$ cat src/rtl/ask4_symbol_gen.sv
// ask4_symbol_gen
// Pseudo-random 4-ASK symbol source feeding the TX pulse-shaping filter.
// A 15-bit PRBS (x^15+x^14+1) supplies two bits per symbol. The bits are
// Gray-mapped to 1s17 amplitude levels and zero-stuffed to OSR samples
// per symbol. A symbol strobe, the bit pair and a symbol counter are
// provided for downstream BER checking.
// Optional feature: define ASK4_TEST_PATTERN_EN to add the tp_mode input,
// which replaces the PRBS with the fixed bit cycle 00,01,11,10.

module ask4_symbol_gen #(
   parameter int unsigned OSR       = 4,
   parameter logic [14:0] LFSR_SEED = 15'h4000
) (
   input  logic               clk,
   input  logic               reset,
   input  logic               run,
`ifdef ASK4_TEST_PATTERN_EN
   input  logic               tp_mode,
`endif
   output logic signed [17:0] x_out,
   output logic               sym_strobe,
   output logic [1:0]         sym_bits,
   output logic [15:0]        sym_count,
   output logic               active
);

   localparam int unsigned    PW         = (OSR > 2) ? $clog2(OSR) : 1;
   localparam logic [PW-1:0]  LAST_PHASE = PW'(OSR - 1);
   localparam logic [14:0]    SEED       = (LFSR_SEED == 15'd0) ? 15'h0001 : LFSR_SEED;

   localparam logic signed [17:0] LEVEL_M3 = -18'sd98304;
   localparam logic signed [17:0] LEVEL_M1 = -18'sd32768;
   localparam logic signed [17:0] LEVEL_P1 =  18'sd32768;
   localparam logic signed [17:0] LEVEL_P3 =  18'sd98304;

   typedef enum logic {
      IDLE,
      RUN
   } state_t;

   state_t             state;
   state_t             state_nxt;
   logic [PW-1:0]      phase;
   logic [PW-1:0]      phase_nxt;
   logic [14:0]        lfsr;
   logic [14:0]        lfsr_nxt;
   logic [14:0]        lfsr_adv;
   logic [1:0]         emit_bits;
   logic signed [17:0] level;
   logic signed [17:0] x_nxt;
   logic               strobe_nxt;
   logic [1:0]         bits_nxt;
   logic [15:0]        count_nxt;
   logic               emit;
`ifdef ASK4_TEST_PATTERN_EN
   logic [1:0]         tp_idx;
   logic [1:0]         tp_idx_adv;
   logic [1:0]         tp_idx_nxt;
`endif

   // One Fibonacci step: feedback from the two oldest bits enters at bit 0.
   function automatic logic [14:0] lfsr_step(input logic [14:0] s);
      return {s[13:0], s[14] ^ s[13]};
   endfunction

   // Pick the bit pair for the next symbol and where the sequence source moves to.
   always_comb begin
      emit_bits = lfsr[14:13];
      lfsr_adv  = lfsr_step(lfsr_step(lfsr));
`ifdef ASK4_TEST_PATTERN_EN
      tp_idx_adv = tp_idx;
      if (tp_mode) begin
         emit_bits  = {tp_idx[1], tp_idx[1] ^ tp_idx[0]};
         lfsr_adv   = lfsr;
         tp_idx_adv = tp_idx + 2'd1;
      end
`endif
   end

   // Gray map: adjacent levels differ in one bit, outer levels kept at 0.75.
   always_comb begin
      level = LEVEL_M3;
      case (emit_bits)
         2'b00:   level = LEVEL_M3;
         2'b01:   level = LEVEL_M1;
         2'b11:   level = LEVEL_P1;
         2'b10:   level = LEVEL_P3;
         default: level = LEVEL_M3;
      endcase
   end

   // Next-state logic: run is only looked at on the last sample of a symbol or in IDLE.
   always_comb begin
      state_nxt  = state;
      phase_nxt  = phase;
      lfsr_nxt   = lfsr;
      x_nxt      = '0;
      strobe_nxt = 1'b0;
      bits_nxt   = sym_bits;
      count_nxt  = sym_count;
      emit       = 1'b0;
`ifdef ASK4_TEST_PATTERN_EN
      tp_idx_nxt = tp_idx;
`endif
      case (state)
         IDLE: begin
            if (run) begin
               emit      = 1'b1;
               state_nxt = RUN;
               phase_nxt = '0;
            end
         end
         RUN: begin
            if (phase == LAST_PHASE) begin
               phase_nxt = '0;
               if (run) begin
                  emit = 1'b1;
               end else begin
                  state_nxt = IDLE;
               end
            end else begin
               phase_nxt = phase + 1'b1;
            end
         end
         default: begin
            state_nxt = IDLE;
            phase_nxt = '0;
         end
      endcase
      if (emit) begin
         x_nxt      = level;
         strobe_nxt = 1'b1;
         bits_nxt   = emit_bits;
         count_nxt  = sym_count + 16'd1;
         lfsr_nxt   = lfsr_adv;
`ifdef ASK4_TEST_PATTERN_EN
         tp_idx_nxt = tp_idx_adv;
`endif
      end
   end

   // State and output registers; reset clears everything immediately.
   always_ff @(posedge clk or negedge reset) begin
      if (!reset) begin
         state      <= IDLE;
         phase      <= '0;
         lfsr       <= SEED;
         x_out      <= '0;
         sym_strobe <= 1'b0;
         sym_bits   <= 2'b00;
         sym_count  <= 16'd0;
`ifdef ASK4_TEST_PATTERN_EN
         tp_idx     <= 2'd0;
`endif
      end else begin
         state      <= state_nxt;
         phase      <= phase_nxt;
         lfsr       <= lfsr_nxt;
         x_out      <= x_nxt;
         sym_strobe <= strobe_nxt;
         sym_bits   <= bits_nxt;
         sym_count  <= count_nxt;
`ifdef ASK4_TEST_PATTERN_EN
         tp_idx     <= tp_idx_nxt;
`endif
      end
   end

   assign active = (state == RUN);

endmodule
$ cat config.mk
export PLATFORM = sky130hd
export DESIGN_NAME = ask4_symbol_gen
export DESIGN_NICKNAME = d
export VERILOG_FILES = /design/src/rtl/ask4_symbol_gen.sv
export SDC_FILE = /design/constraint.sdc
export NUM_CORES = 1
export LEC_CHECK = 0
export ABC_CLOCK_PERIOD_IN_PS = 3300
export CAP_MARGIN = 30
export CORE_MARGIN = 3
export CORE_UTILIZATION = 45
export DETAILED_ROUTE_END_ITERATION = 12
export HOLD_SLACK_MARGIN = 0.02
export PLACE_DENSITY = 0.73
export SLEW_MARGIN = 0
export SYNTH_ARGS = -nofsm -noshare
export SYNTH_HDL_FRONTEND = slang
export SYNTH_SLANG_ARGS = --single-unit
$ cat constraint.sdc
create_clock -name clk -period 3.3 [get_ports clk]
set_input_delay 0.825 -clock clk [delete_from_list [all_inputs] [get_ports clk]]
set_output_delay 0.825 -clock clk [all_outputs]
set_load 0.03 [all_outputs]
==> summary.md, run 1 <==
| Metric | Value |
|---|---|
| Layout Cells excl Fill | `242` |
| PD cells | `774 nW/um^2` |
| Die X | `67.9 um` |
| Initial antenna violation count | `0` |
| Area added between synthesis and finish | `21.1%` |
| Cell with the most instances after synthesis | `nand2_1` |
| CP delay by family, top | `buffers and inverters` |
| First-iteration detailed-routing DRC count | `83` |
| Average cell area after synthesis | `10.4 um^2` |
| Status | `finished, final reports clean` |
| # DRC | `0` |
| Synthesis Warnings | `0` |
| Startpoint Class | `flip-flop` |
| Portion of netlist area occupied by mux cells | `0%` |
| Clock sink total | `39` |
| Final setup fails | `0` |
| Worst-skew pair later-pin latency | `290 ps` |
| Crit path max fanout | `6` |
| Cell area after synthesis | `1720 um^2` |
| Gpl congestion | `0.730` |
| Post-Synth XOR/XNOR Area | `8.13%` |
| Area share of the largest cell type after synthesis | `55.2%` |
| Fmax | `441 MHz` |
| Initial Util | `48.9%` |
| Post-CTS Repair Setup Buffers | `0` |
| Via/cell ratio | `4.64` |
| CTS tree | `built` |
| Total power | `1610 uW` |
| Inst Count DP | `234` |
| Share of post-route cells with drive strength above 1 | `9.18%` |
| Ant. Diodes | `0` |
| Final #Nets | `202` |
| Crit-path cells | `clkdlybuf4s50_1` |
| Setup TNS | `0 ps` |
| Slowest cell on crit path | `clkdlybuf4s50_1` |
| Die ar. | `4610 um^2` |
| Worst Path Buf+Inv | `1` |
| Post-CTS Resized | `0` |
| Vias in the first global route | `1,047` |
| Port bufs | `25` |
| Fin crit share | `68.7%` |
| Grt ovf | `0` |
| Simple-gate portion of the synthesized area | `20.5%` |
| Final WS setup | `1030 ps` |
| VDD IR max | `0.391 mV` |
| Layout Skew | `6.33 ps` |
| Min Tclk post-route | `2270 ps` |
| Clock root cell | `clkbuf_8` |
| Synth async-reset ratio | `100%` |
| Arrival @ worst endpoint | `1440 ps` |
| Post-synthesis adder-cell area fraction | `2.90%` |
| Final WL | `2750 um` |
| Post-synth cell types | `26` |
| Max-cap viol count | `0` |
| CP Capture Type | `output pin` |
| I/O pins | `41` |
| Post-synth EDFFs | `0` |
| LEAKAGE | `0.00102 uW` |
| Syn Inst Count | `166` |
| DIE HEIGHT | `67.9 um` |
| WL per Instance | `11.4 um` |
| Sequential fraction of the synthesis area | `56.7%` |
| Final number of hold-violating endpoints | `0` |
| Clock-pin slew on the worst setup and hold paths | `70 ps` |
| Post-synth top cells | `49 x nand2_1, 38 x dfrtp_1, 16 x buf_4` |
| Predominant post-synthesis flop cell | `dfrtp_1` |
| Core Box Area | `3520 um^2` |
| Slew Limit Fails | `0` |
| Longest Clk Path Bufs | `2` |
| First-pass DRT Iterations | `4` |
| CTS H-tree depth | `2` |
| Synth Area in Compound Gates | `2.69%` |
| Worst stage delay on the critical path | `710 ps` |
| CTS hold repair buffers | `0` |
| Area contributors post-synth | `dfrtp_1 55%, nand2_1 11%, buf_4 7.0%` |
| Total global-route track usage | `14.1%` |
| WP data required | `2470 ps` |
| Combinational family with the most area after synthesis | `simple AND/OR/NAND/NOR gates` |
| RSZ-0062 raised after global routing | `false` |
| Via Count | `1,124` |
| Hold Slack | `465 ps` |
| Largest net degree at the start of global routing | `40` |
| Rows | `21` |
| TritonCTS Buffers | `5` |
| Post-detailed-route count of antenna-violating nets | `0` |
| Yosys reg bits | `39` |
| HPWL after DPL | `1940 um` |
| Worst hold path type | `reg2reg` |
| Pre-CTS setup slack | `884 ps` |
| Post-synth top area cell | `dfrtp_1` |
| Setup CP Type | `reg2out` |
| First-pass GRT wire length | `4640 um` |
-- per-stage QoR --
step                      util, %  cell area (um^2)
after detailed placement     55.9              1970
after global placement       55.9              1970
after CTS                    59.2              2090
final                        59.2              2090
after global routing         59.2              2090
after floorplan                 -              1780
-- per-layer routing --
metal	vias up	part of all wire (%)	global-route usage, %
met5	-	0	0
met4	0	2.5	8.19
met3	6	6.4	5.09
met2	37	45	21.5
met1	525	46	17.3
li1	556	-	-
-- final timing paths --
check	startpoint	end	slack, ps	cells past startpoint
setup / recovery	sym_count[9]	sym_count[9]	1030	1
hold / removal	lfsr[7]	lfsr[9]	470	2
setup reg to reg	phase[0]	lfsr[4]	1520	8
hold reg to reg	lfsr[7]	lfsr[9]	470	2
max in group asynchronous	reset	lfsr[14]	1990	2
min in group asynchronous	reset	sym_count[9]	960	2
-- state kept, by name, indices dropped and copies added (netlist names) --
signal and count:
phase 2, x_out 3, lfsr 15, sym_bits 2, active 1, sym_count 16
-- cell type report --
type                    count  area, um^2
fillers                   302        1440
flip-flops and latches     39         977
multi-input cells         117         646
repair buffers             28         273
clock buffers               6        82.6
well taps                  46        57.6
clock inverters             2        35.0
inverters                   4        15.0
-- layout by cell type (no fill, tap or decap), types with 2 or more instances in the layout --
| cell | count |
|---|---|
| and3_1 | 2 |
| and4_4 | 2 |
| buf_4 | 3 |
| clkbuf_8 | 6 |
| clkdlybuf4s50_1 | 25 |
| conb_1 | 15 |
| dfrtp_1 | 38 |
| ha_1 | 4 |
| inv_1 | 4 |
| nand2_1 | 49 |
| nand3_1 | 3 |
| nand4_1 | 5 |
| nor2_1 | 6 |
| o21ai_0 | 6 |
| xnor2_1 | 12 |
| xor2_1 | 4 |
-- logic make-up (layout without fill, tap and decap cells) --
| logic type | count (synthesis) | count (layout) |
|---|---|---|
| and+or+nand+nor | 74 | 74 |
| DFF | 39 | 39 |
| buffers and inverters | 24 | 40 |
| xor gates and xnor gates | 16 | 16 |
| AOI/OAI and AO/OA | 8 | 8 |
| adders and majority gates | 4 | 4 |
| other | 1 | 15 |
-- power breakdown --
| group | internal, uW | switching, uW | total, uW |
|---|---|---|---|
| registers | 610 | 90.3 | 700 |
| clock network | 244 | 155 | 399 |
| logic | 200 | 314 | 515 |
| total | 1050 | 559 | 1610 |
Power figures use the tool's default switching activity.
==> run 2, diff against run 1 <==
Settings changed: ABC_CLOCK_PERIOD_IN_PS 3300 to 2300.
Clock period 3.3 ns to 2.3 ns, I/O delays scaled along.
==> summary.md, run 2 (same netlist as run 1, synthesis figures left out) <==
| Metric | Value |
|---|---|
| Die ar. | `4610 um^2 (unchanged)` |
| Total global-route track usage | `15.5% (+1.4 points)` |
| CTS hold repair buffers | `0 (unchanged)` |
| I/O pins | `41 (unchanged)` |
| Fmax | `497 MHz` |
| Share of post-route cells with drive strength above 1 | `8.67% (-0.51 points)` |
| Final setup fails | `0 (unchanged)` |
| Status | `finished, final reports clean` |
| Area added between synthesis and finish | `20.0%` |
| Ant. Diodes | `0 (unchanged)` |
| Highest-count cells in the layout ignoring fill and taps | `49 x nand2_1, 38 x dfrtp_1, 25 x clkdlybuf4s50_1` |
| Worst stage delay on the critical path | `710 ps (about the same)` |
| Grt ovf | `0 (unchanged)` |
| Final WL | `2880 um (+4.7%)` |
| Core Box Area | `3520 um^2 (unchanged)` |
| WL per Instance | `11.9 um (+4.7%)` |
| CTS H-tree depth | `2 (unchanged)` |
| Layout Cells excl Fill | `242 (unchanged)` |
| Fin crit share | `87.6%` |
| Vias in the first global route | `1,145 (+9.4%)` |
| Top reg by flops | `sym_count` |
| Startpoint Class | `flip-flop` |
| Worst-skew pair later-pin latency | `290 ps (about the same)` |
| CP Capture Type | `output pin` |
| PD cells | `1090 nW/um^2 (+41%)` |
| Slowest cell on crit path | `clkdlybuf4s50_1` |
| Slew Limit Fails | `0 (unchanged)` |
| First-pass GRT wire length | `5220 um (+12%)` |
| LEAKAGE | `0.00101 uW (-0.95%)` |
| RSZ-0062 raised after global routing | `false` |
| Crit path max fanout | `6 (unchanged)` |
| Clock sink total | `39 (unchanged)` |
| VDD IR max | `0.804 mV (+110%)` |
| WP data required | `1730 ps (-740 ps)` |
| Max-cap viol count | `0 (unchanged)` |
| Largest net degree at the start of global routing | `40 (unchanged)` |
| HPWL after DPL | `2070 um (+6.8%)` |
| Setup TNS | `0 ps (unchanged)` |
| Die X | `67.9 um (unchanged)` |
| Inst Count DP | `234 (unchanged)` |
| Initial Util | `48.9% (unchanged)` |
| Post-CTS Resized | `0 (unchanged)` |
| Worst hold path type | `reg2reg` |
| Longest Clk Path Bufs | `2 (unchanged)` |
| Design area | `2070 um^2 (-0.84%)` |
| Commonest non-fill, non-tap cell in the layout | `nand2_1` |
| Port bufs | `25 (unchanged)` |
| DIE HEIGHT | `67.9 um (unchanged)` |
| Placement Cell Area | `1970 um^2 (unchanged)` |
| Via Count | `1,122 (-0.18%)` |
| Initial antenna violation count | `0 (unchanged)` |
| # fillers | `305 (+0.99%)` |
| TritonCTS Buffers | `5 (unchanged)` |
| Via/cell ratio | `4.64 (-0.18%)` |
| First-iteration detailed-routing DRC count | `47 (-43%)` |
| CTS tree | `built` |
| Final number of hold-violating endpoints | `0 (unchanged)` |
| CP delay by family, top | `buffers and inverters` |
| Final #Nets | `202 (unchanged)` |
| Clock-pin slew on the worst setup and hold paths | `70 ps (about the same)` |
| Gpl congestion | `0.798 (+9.3%)` |
| Hold Slack | `470 ps (+4.35 ps)` |
| Post-detailed-route count of antenna-violating nets | `0 (unchanged)` |
| Worst Path Buf+Inv | `1 (unchanged)` |
| Crit-path cells | `clkdlybuf4s50_1` |
| Setup CP Type | `reg2out` |
| Rows | `21 (unchanged)` |
| First-pass DRT Iterations | `4 (unchanged)` |
| Post-CTS Repair Setup Buffers | `0 (unchanged)` |
| # DRC | `0 (unchanged)` |
| Arrival @ worst endpoint | `1440 ps (about the same)` |
| Max reg flops | `16 (unchanged)` |
| Clock root cell | `clkbuf_8` |
| Min Tclk post-route | `2010 ps` |
| Layout Skew | `3.22 ps (-3.11 ps)` |
| Biggest regs | `sym_count (16), lfsr (15), x_out (3)` |
[run 2: cell count changes in the layout (fill, tap and decap cells not counted)]
cell       change
bufinv_16      -1
clkbuf_8       +1
clkinv_2       -1
clkbuf_1       +1
[run 2: layout make-up]
cell class / instances / area (um^2) / share of cell area, %
timing repair buffer: 28 / 273 / 13.2
clock buffer: 8 / 100 / 4.84
multi-input combinational: 117 / 646 / 31.2
inverter: 4 / 15.0 / 0.726
sequential: 39 / 977 / 47.2
tap: 46 / 57.6 / 2.78
[run 2: metrics by stage]
step / setup slack, ps / total power [uW] / utilization (%)
floorplan: 820 / 1520 / -
global placement: 458 / 1740 / 55.9
detailed placement: 432 / 1770 / 55.9
CTS: 269 / 2280 / 58.7
global route: 213 / 2420 / 58.7
finish: 286 / 2250 / 58.7
[run 2: power by group]
group | total [uW] | internal (uW) | switching (uW)
clock network | 493 | 273 | 220
logic | 746 | 289 | 456
registers | 1010 | 875 | 135
total | 2250 | 1440 | 811
[run 2: path summary, 6_finish.rpt]
check	startpoint	to	slack, ps	cells past startpoint
min	lfsr[6]	lfsr[8]	470	2
min in group asynchronous	reset	sym_count[8]	710	2
max reg2reg	phase[0]	lfsr[13]	790	7
max	sym_count[2]	sym_count[2]	290	1
min reg2reg	lfsr[6]	lfsr[8]	470	2
max in group asynchronous	reset	lfsr[14]	1240	2
[run 2: per-layer routing]
| layer | wire length [um] | global-route usage, % |
|---|---|---|
| met1 | 1270 | 17.9 |
| met2 | 1380 | 25.0 |
| met3 | 156 | 4.76 |
| met4 | 76 | 9.93 |
| met5 | 0 | 0 |
==> run 3, diff against run 2 <==
Settings changed: CTS_CLUSTER_SIZE set to 24.
==> results of run 3 <==
Same layout as run 2: the final DEF is identical, and so are final timing and power.
